`src/rtl/switch_led_pkg.sv`:
```
// Shared definitions for the switch-to-LED controller: LED drive modes.
package switch_led_pkg;

  // LED drive mode as presented on the MODE pins
  typedef enum logic [1:0] {
    MODE_PASS   = 2'b00,
    MODE_TOGGLE = 2'b01,
    MODE_BLINK  = 2'b10,
    MODE_DIM    = 2'b11
  } mode_t;

  localparam int MODE_W = 2;

endpackage

```
`src/rtl/debounce_bit.sv`:
```
// One switch channel: two-flop synchroniser, consecutive-difference counter,
// debounced stable level and a one-cycle pulse when the stable level rises.
module debounce_bit #(
  parameter int DEBOUNCE_CYCLES = 1_000_000
) (
  input  logic clk,
  input  logic rst,
  input  logic din,
  output logic dout,
  output logic rise
);

  localparam int                CNT_W    = $clog2(DEBOUNCE_CYCLES + 1);
  localparam logic [CNT_W-1:0]  CNT_LAST = CNT_W'(DEBOUNCE_CYCLES - 1);

  logic             sync_p0;
  logic             sync_p1;
  logic [CNT_W-1:0] cnt;
  logic             stable;
  logic             differ;
  logic             accept;

  // Bring the raw pin into the clock domain; nothing else looks at din
  always_ff @(posedge clk or posedge rst) begin
    if (rst) begin
      sync_p0 <= 1'b0;
      sync_p1 <= 1'b0;
    end else begin
      sync_p0 <= din;
      sync_p1 <= sync_p0;
    end
  end

  assign differ = sync_p1 ^ stable;
  // The last differing cycle of the run is the one that commits the new level
  assign accept = differ && (cnt == CNT_LAST);

  // Count consecutive cycles where the synced level disagrees with stable
  always_ff @(posedge clk or posedge rst) begin
    if (rst) begin
      cnt <= '0;
    end else if (!differ || accept) begin
      cnt <= '0;
    end else begin
      cnt <= cnt + CNT_W'(1);
    end
  end

  // Commit the new level; the rise pulse is registered alongside it
  always_ff @(posedge clk or posedge rst) begin
    if (rst) begin
      stable <= 1'b0;
      rise   <= 1'b0;
    end else begin
      rise <= accept & sync_p1;
      if (accept) begin
        stable <= sync_p1;
      end
    end
  end

  assign dout = stable;

endmodule

```
`src/rtl/switch_led_ctrl.sv`:
```
// Switch-to-LED controller: debounces WIDTH switches and drives WIDTH LEDs in
// pass, toggle-latch, blink or PWM-dim mode; exports debounced rise pulses.
module switch_led_ctrl
  import switch_led_pkg::*;
#(
  parameter int WIDTH           = 16,
  parameter int DEBOUNCE_CYCLES = 1_000_000,
  parameter int BLINK_DIV       = 50_000_000,
  parameter int PWM_BITS        = 4
) (
  input  logic                clk,
  input  logic                rst,
  input  logic [WIDTH-1:0]    SW,
  input  logic [MODE_W-1:0]   MODE,
  input  logic [PWM_BITS-1:0] BRIGHT,
  output logic [WIDTH-1:0]    LED,
  output logic [WIDTH-1:0]    SW_EDGE
);

  localparam int                 BLINK_W    = $clog2(BLINK_DIV + 1);
  localparam logic [BLINK_W-1:0] BLINK_LAST = BLINK_W'(BLINK_DIV - 1);

  logic [WIDTH-1:0]    stable;
  logic [WIDTH-1:0]    rise;
  logic [WIDTH-1:0]    tog;
  logic [MODE_W-1:0]   mode_p0;
  mode_t               mode_p1;
  logic [BLINK_W-1:0]  blink_cnt;
  logic                phase;
  logic [PWM_BITS-1:0] pwm_cnt;
  logic                pwm_on;
  logic [WIDTH-1:0]    led_nxt;

  // Independent debouncer per channel
  for (genvar i = 0; i < WIDTH; i++) begin : g_db
    debounce_bit #(
      .DEBOUNCE_CYCLES(DEBOUNCE_CYCLES)
    ) u_db (
      .clk  (clk),
      .rst  (rst),
      .din  (SW[i]),
      .dout (stable[i]),
      .rise (rise[i])
    );
  end

  // The rise pulses are already flops inside each debouncer
  assign SW_EDGE = rise;

  // Two-flop synchroniser for the mode pins
  always_ff @(posedge clk or posedge rst) begin
    if (rst) begin
      mode_p0 <= '0;
      mode_p1 <= MODE_PASS;
    end else begin
      mode_p0 <= MODE;
      mode_p1 <= mode_t'(mode_p0);
    end
  end

  // Toggle latches follow debounced rises in every mode
  always_ff @(posedge clk or posedge rst) begin
    if (rst) begin
      tog <= '0;
    end else begin
      tog <= tog ^ rise;
    end
  end

  // Free-running blink divider; phase inverts each time the counter wraps
  always_ff @(posedge clk or posedge rst) begin
    if (rst) begin
      blink_cnt <= '0;
      phase     <= 1'b1;
    end else if (blink_cnt == BLINK_LAST) begin
      blink_cnt <= '0;
      phase     <= ~phase;
    end else begin
      blink_cnt <= blink_cnt + BLINK_W'(1);
    end
  end

  // Free-running PWM counter wrapping at 2^PWM_BITS
  always_ff @(posedge clk or posedge rst) begin
    if (rst) begin
      pwm_cnt <= '0;
    end else begin
      pwm_cnt <= pwm_cnt + PWM_BITS'(1);
    end
  end

  // BRIGHT=0 never lights; BRIGHT=max lights all but one slot of the period
  assign pwm_on = (pwm_cnt < BRIGHT);

  // Select the LED pattern for the synced mode
  always_comb begin
    led_nxt = stable;
    case (mode_p1)
      MODE_PASS:   led_nxt = stable;
      MODE_TOGGLE: led_nxt = tog;
      MODE_BLINK:  led_nxt = stable & {WIDTH{phase}};
      MODE_DIM:    led_nxt = stable & {WIDTH{pwm_on}};
      default:     led_nxt = stable;
    endcase
  end

  // Output register so no input reaches the LED pins combinationally
  always_ff @(posedge clk or posedge rst) begin
    if (rst) begin
      LED <= '0;
    end else begin
      LED <= led_nxt;
    end
  end

endmodule

```
`config.mk`:
```
export PLATFORM = sky130hd
export DESIGN_NAME = switch_led_ctrl
export DESIGN_NICKNAME = d
export VERILOG_FILES = /design/src/rtl/switch_led_pkg.sv /design/src/rtl/debounce_bit.sv /design/src/rtl/switch_led_ctrl.sv
export SDC_FILE = /design/constraint.sdc
export NUM_CORES = 1
export LEC_CHECK = 0
export CAP_MARGIN = 20
export CORE_ASPECT_RATIO = 1.25
export CORE_UTILIZATION = 55
export CTS_BUF_LIST = sky130_fd_sc_hd__clkbuf_16
export DETAILED_ROUTE_END_ITERATION = 10
export PLACE_DENSITY_LB_ADDON = 0.1
export RECOVER_POWER = 25
export SYNTH_ARGS = -nofsm -noshare
export SYNTH_HDL_FRONTEND = slang
export SYNTH_SLANG_ARGS = --single-unit
```
`constraint.sdc`:
```
create_clock -name clk -period 14.94 [get_ports clk]
set_input_delay 1.494 -clock clk [delete_from_list [all_inputs] [get_ports clk]]
set_output_delay 1.494 -clock clk [all_outputs]
set_load 0.005 [all_outputs]
```
==> impl_summary.txt <==
----------------------------------------------------
[Timing]
  Transition time of the tightest slew-check pin ... 1420 ps
  Final setup violation count ... 0
  Final count of hold timing violations ... 0
  Setup clock skew after layout ... 17.1 ps
  RSZ-0062 raised after global routing ... no
  Setup ws final ... 10470 ps
  Tcrit/Tclk final ... 0.299
  TNS Setup ... 0 ps
  Peak Freq ... about 220 MHz
  Max-slew headroom at the worst pin ... 0.0465
  Clock period minus worst slack ... 4470 ps
  Max-slew violation count ... 0

[Cells and area]
  Number of diodes ... 0
  Number of nets in the layout ... 2151
  Post-route standard cell area excluding fillers ... 23700 um^2
  Footprint of the multi-input gates ... 9240 um^2
  Share of the core filled with cells in the final layout ... 0.622
  Layout overhead on the synthesized area ... 11.7%
  Share of layout cells above drive strength 1 ... 0.0691
  Most common cell after layout, fill and taps aside ... sky130_fd_sc_hd__dfrtp_1
  Sequential cell area ... 11300 um^2
  Most frequent cells in the layout ... 450 x sky130_fd_sc_hd__dfrtp_1, 269 x sky130_fd_sc_hd__nor2_1, 172 x sky130_fd_sc_hd__xnor2_1
  Fill cell count ... roughly 3200

[Critical path]
  Library cell appearing most often on the critical path ... sky130_fd_sc_hd__buf_4
  Max incr delay on CP ... ~840 ps
  Slowest library cell on the worst path ... sky130_fd_sc_hd__buf_4
  Signal arrival time at the worst endpoint ... 5000 ps
  Max FO, Critical Path ... 133
  Type of the worst setup path ... primary input to async pin
  Chain of cells forming the critical path ... dlygate4sd3_1 -> clkinvlp_2 -> buf_16 -> buf_4 -> buf_4
  Crit end category ... async pin
  Worst endpoint required time ... 15470 ps
  Critical Path Start Type ... primary input

[CTS]
  Number of levels in the clock H-tree ... 2
  CTS Buf Count ... 46
  CTS tree ... done
  Count of hold-fix buffers inserted at cts ... 0
  Number of setup buffers added after CTS ... 0
  Clock slew at reported path FFs ... 60 ps
  Quantity of gates resized following cts ... 0
  CTS root buf ... sky130_fd_sc_hd__clkbuf_16
  Clock insertion delay at the later pin of the skew report ... 560 ps
  Clk sinks ... about 450
  Bufs on Longest Clock Path ... 3

[Logic synthesis]
  Seq/Total Area, Yosys ... 0.532
  Top cells by area, synth ... sky130_fd_sc_hd__dfrtp_1 53%, sky130_fd_sc_hd__xnor2_1 7.1%, sky130_fd_sc_hd__nor2_1 4.8%
  Synthesized-area fraction occupied by ao, oa, aoi and oai cells ... 0.0654
  Combinational family with the most area after synthesis ... simple AND/OR/NAND/NOR gates
  Simple-Gate Fraction of Synth Area ... 0.239
  Ys async rst share ... 1.00
  Post-Syn Nets ... 2088
  Unique cell type count in the Yosys netlist ... 59
  Portion of netlist area occupied by mux cells ... 0.00909
  Number of flops mapped to enable cells by yosys ... 0
  Library cell with the largest summed area after synthesis ... sky130_fd_sc_hd__dfrtp_1
  Count of warnings emitted by yosys ... 0
  Top flip-flop cell by instance count after synthesis ... sky130_fd_sc_hd__dfrtp_1
  XOR/XNOR Fraction of Synth Area ... 0.112
  Number of synthesized register bits ... 451
  Post-synthesis adder-cell area fraction ... 0.0124
  Number of standard cells after synthesis ... 2043
  Netlist area before placement ... 21200 um^2
  Avg Cell Area, Syn ... 10.4 um^2
  Synth top area share ... 0.531

[Detailed routing]
  Vias per Instance ... 5.68
  Total met3 wirelength after detailed routing ... ~1.3 mm
  Drt drc ... 0
  Count of TritonRoute iterations in the first routing pass ... 5
  Via total after detailed routing ... 15000
  M1 wire length ... 18.2 mm
  Aggregate routed wire length ... slightly above 40 mm
  Highest routing layer actually used ... met4
  Remaining antenna violation count ... 0
  DRT iter0 DRCs ... 768
  Wire length on met2 ... ~20 mm
  DR WL/cell ... around 15 um

[Placement]
  Pre-CTS worst setup slack ... ~10000 ps
  DPL Wire Length ... roughly 27 mm
  Number of port buffers ... 55
  GPL Wtd Cong ... 0.807
  Cell Area, Placed ... between 20000 and 25000 um^2

[Pwr]
  Total power of the final layout ... 2490 uW
  Worst voltage drop across the vdd grid ... 0.0893 mV
  P per Cell Area ... 105 nW/um^2
  Total leakage power ... 0.00963 uW

[Floorplan]
  Die Span X ... 178 um
  Number of cell rows ... 80
  Die height ... 221 um
  Core area ... 38000 um^2
  Boundary pin count ... 56
  Initial core utilization ... 0.557
  Floorplan die area ... 39300 um^2

[Run status]
  Outcome ... finished clean

[Worst hold path]
  Worst hold path class ... flop to flop

[Global routing]
  Pin count of the biggest net entering global routing ... 156
  Number of global-route vias before repair ... 14900
  Antenna violations before repair ... 0
  Remaining global-route overflow ... 0
  Global-route wire length before repair ... 70.6 mm
  GR Util All Layers ... 0.216

[Run]
  Max-cap check violation count ... 0

----------------------------------------------------
worst max-delay path, delay by kind of cell:
family | cells | cell delay (ps)
buffers and inverters | 5 | 3340
per-stage QoR:
stage / hold slack, ps / instances
after floorplan: 331 / 2043
after global placement: 333 / 2545
after detailed placement: 336 / 2547
after CTS: 348 / 2630
after global routing: 356 / 2633
final: 343 / 2633
area by class of cell:
class	instances	area share
clock buffers	47	0.0497
clock inverters	36	0.0147
inverters	82	0.0131
multi-input cells	1455	0.390
flip-flops and latches	451	0.477
well taps	492	0.0260
repair buffers	70	0.0292
worst paths after layout:
path	from	slack (ps)	cells past startpoint	endpoint
setup / recovery	rst	10470	5	g_db[1].u_db.cnt[17]
hold / removal	g_db[12].u_db.sync_p0	340	0	g_db[12].u_db.sync_p1
setup reg to reg	blink_cnt[0]	12100	5	phase
hold reg to reg	g_db[12].u_db.sync_p0	340	0	g_db[12].u_db.sync_p1
max in group clk	LED[0]	11940	1	LED[0]
min in group asynchronous	rst	1610	2	g_db[9].u_db.cnt[11]
synthesized netlist by cell type, types with 6 or more instances:
cell / count
sky130_fd_sc_hd__dfrtp_1: 450
sky130_fd_sc_hd__nor2_1: 269
sky130_fd_sc_hd__xnor2_1: 172
sky130_fd_sc_hd__nand2_1: 126
sky130_fd_sc_hd__nand4_1: 101
sky130_fd_sc_hd__xor2_1: 99
sky130_fd_sc_hd__nand3_1: 94
sky130_fd_sc_hd__inv_1: 82
sky130_fd_sc_hd__a21oi_1: 74
sky130_fd_sc_hd__nor4_1: 68
sky130_fd_sc_hd__o21ai_0: 62
sky130_fd_sc_hd__nor3_1: 59
sky130_fd_sc_hd__or3_1: 47
sky130_fd_sc_hd__or4_1: 41
sky130_fd_sc_hd__and3_1: 23
sky130_fd_sc_hd__clkbuf_1: 23
sky130_fd_sc_hd__ha_1: 21
sky130_fd_sc_hd__buf_4: 20
sky130_fd_sc_hd__and4_1: 19
sky130_fd_sc_hd__o31ai_1: 17
sky130_fd_sc_hd__and2_1: 16
sky130_fd_sc_hd__o221ai_1: 15
sky130_fd_sc_hd__mux2_2: 14
sky130_fd_sc_hd__buf_2: 11
sky130_fd_sc_hd__a31o_2: 10
sky130_fd_sc_hd__nor2_2: 10
sky130_fd_sc_hd__nor4b_1: 9
sky130_fd_sc_hd__nor3b_1: 8
sky130_fd_sc_hd__and3b_1: 7
sky130_fd_sc_hd__or2_2: 7
sky130_fd_sc_hd__or4b_2: 7
sky130_fd_sc_hd__o41ai_4: 6
report_power, final:
group	internal [uW]	switching (uW)	total, uW
clock	691	476	1170
combinational	21.9	53.8	75.7
sequential	1240	15.1	1250
total	1950	544	2490
flip-flops by register name (all words and copies together), names as in the netlist:
register / count
LED: 16
pwm_cnt: 4
tog: 16
g_db.u_db.dout: 16
phase: 1
g_db.u_db.cnt: 320
g_db.u_db.rise: 16
blink_cnt: 26
mode_p1: 2
g_db.u_db.sync_p1: 16
g_db.u_db.sync_p0: 16
mode_p0: 2
metal layers:
layer  vias to the layer above  global-route usage
met5                         -                   0
li1                       7360                   -
met2                       171               0.370
met4                         0              0.0637
met1                      7368               0.281
met3                        62              0.0330
cells by family after synthesis:
logic type               count (synthesis)
AO/OA/AOI/OAI                          200
XOR/XNOR                               271
adder cells (fa/ha/maj)                 21
buffers and inverters                  137
flip-flops                             451
multiplexers                            17
AND/OR/NAND/NOR                        946
(Power assumes the default switching activity.)
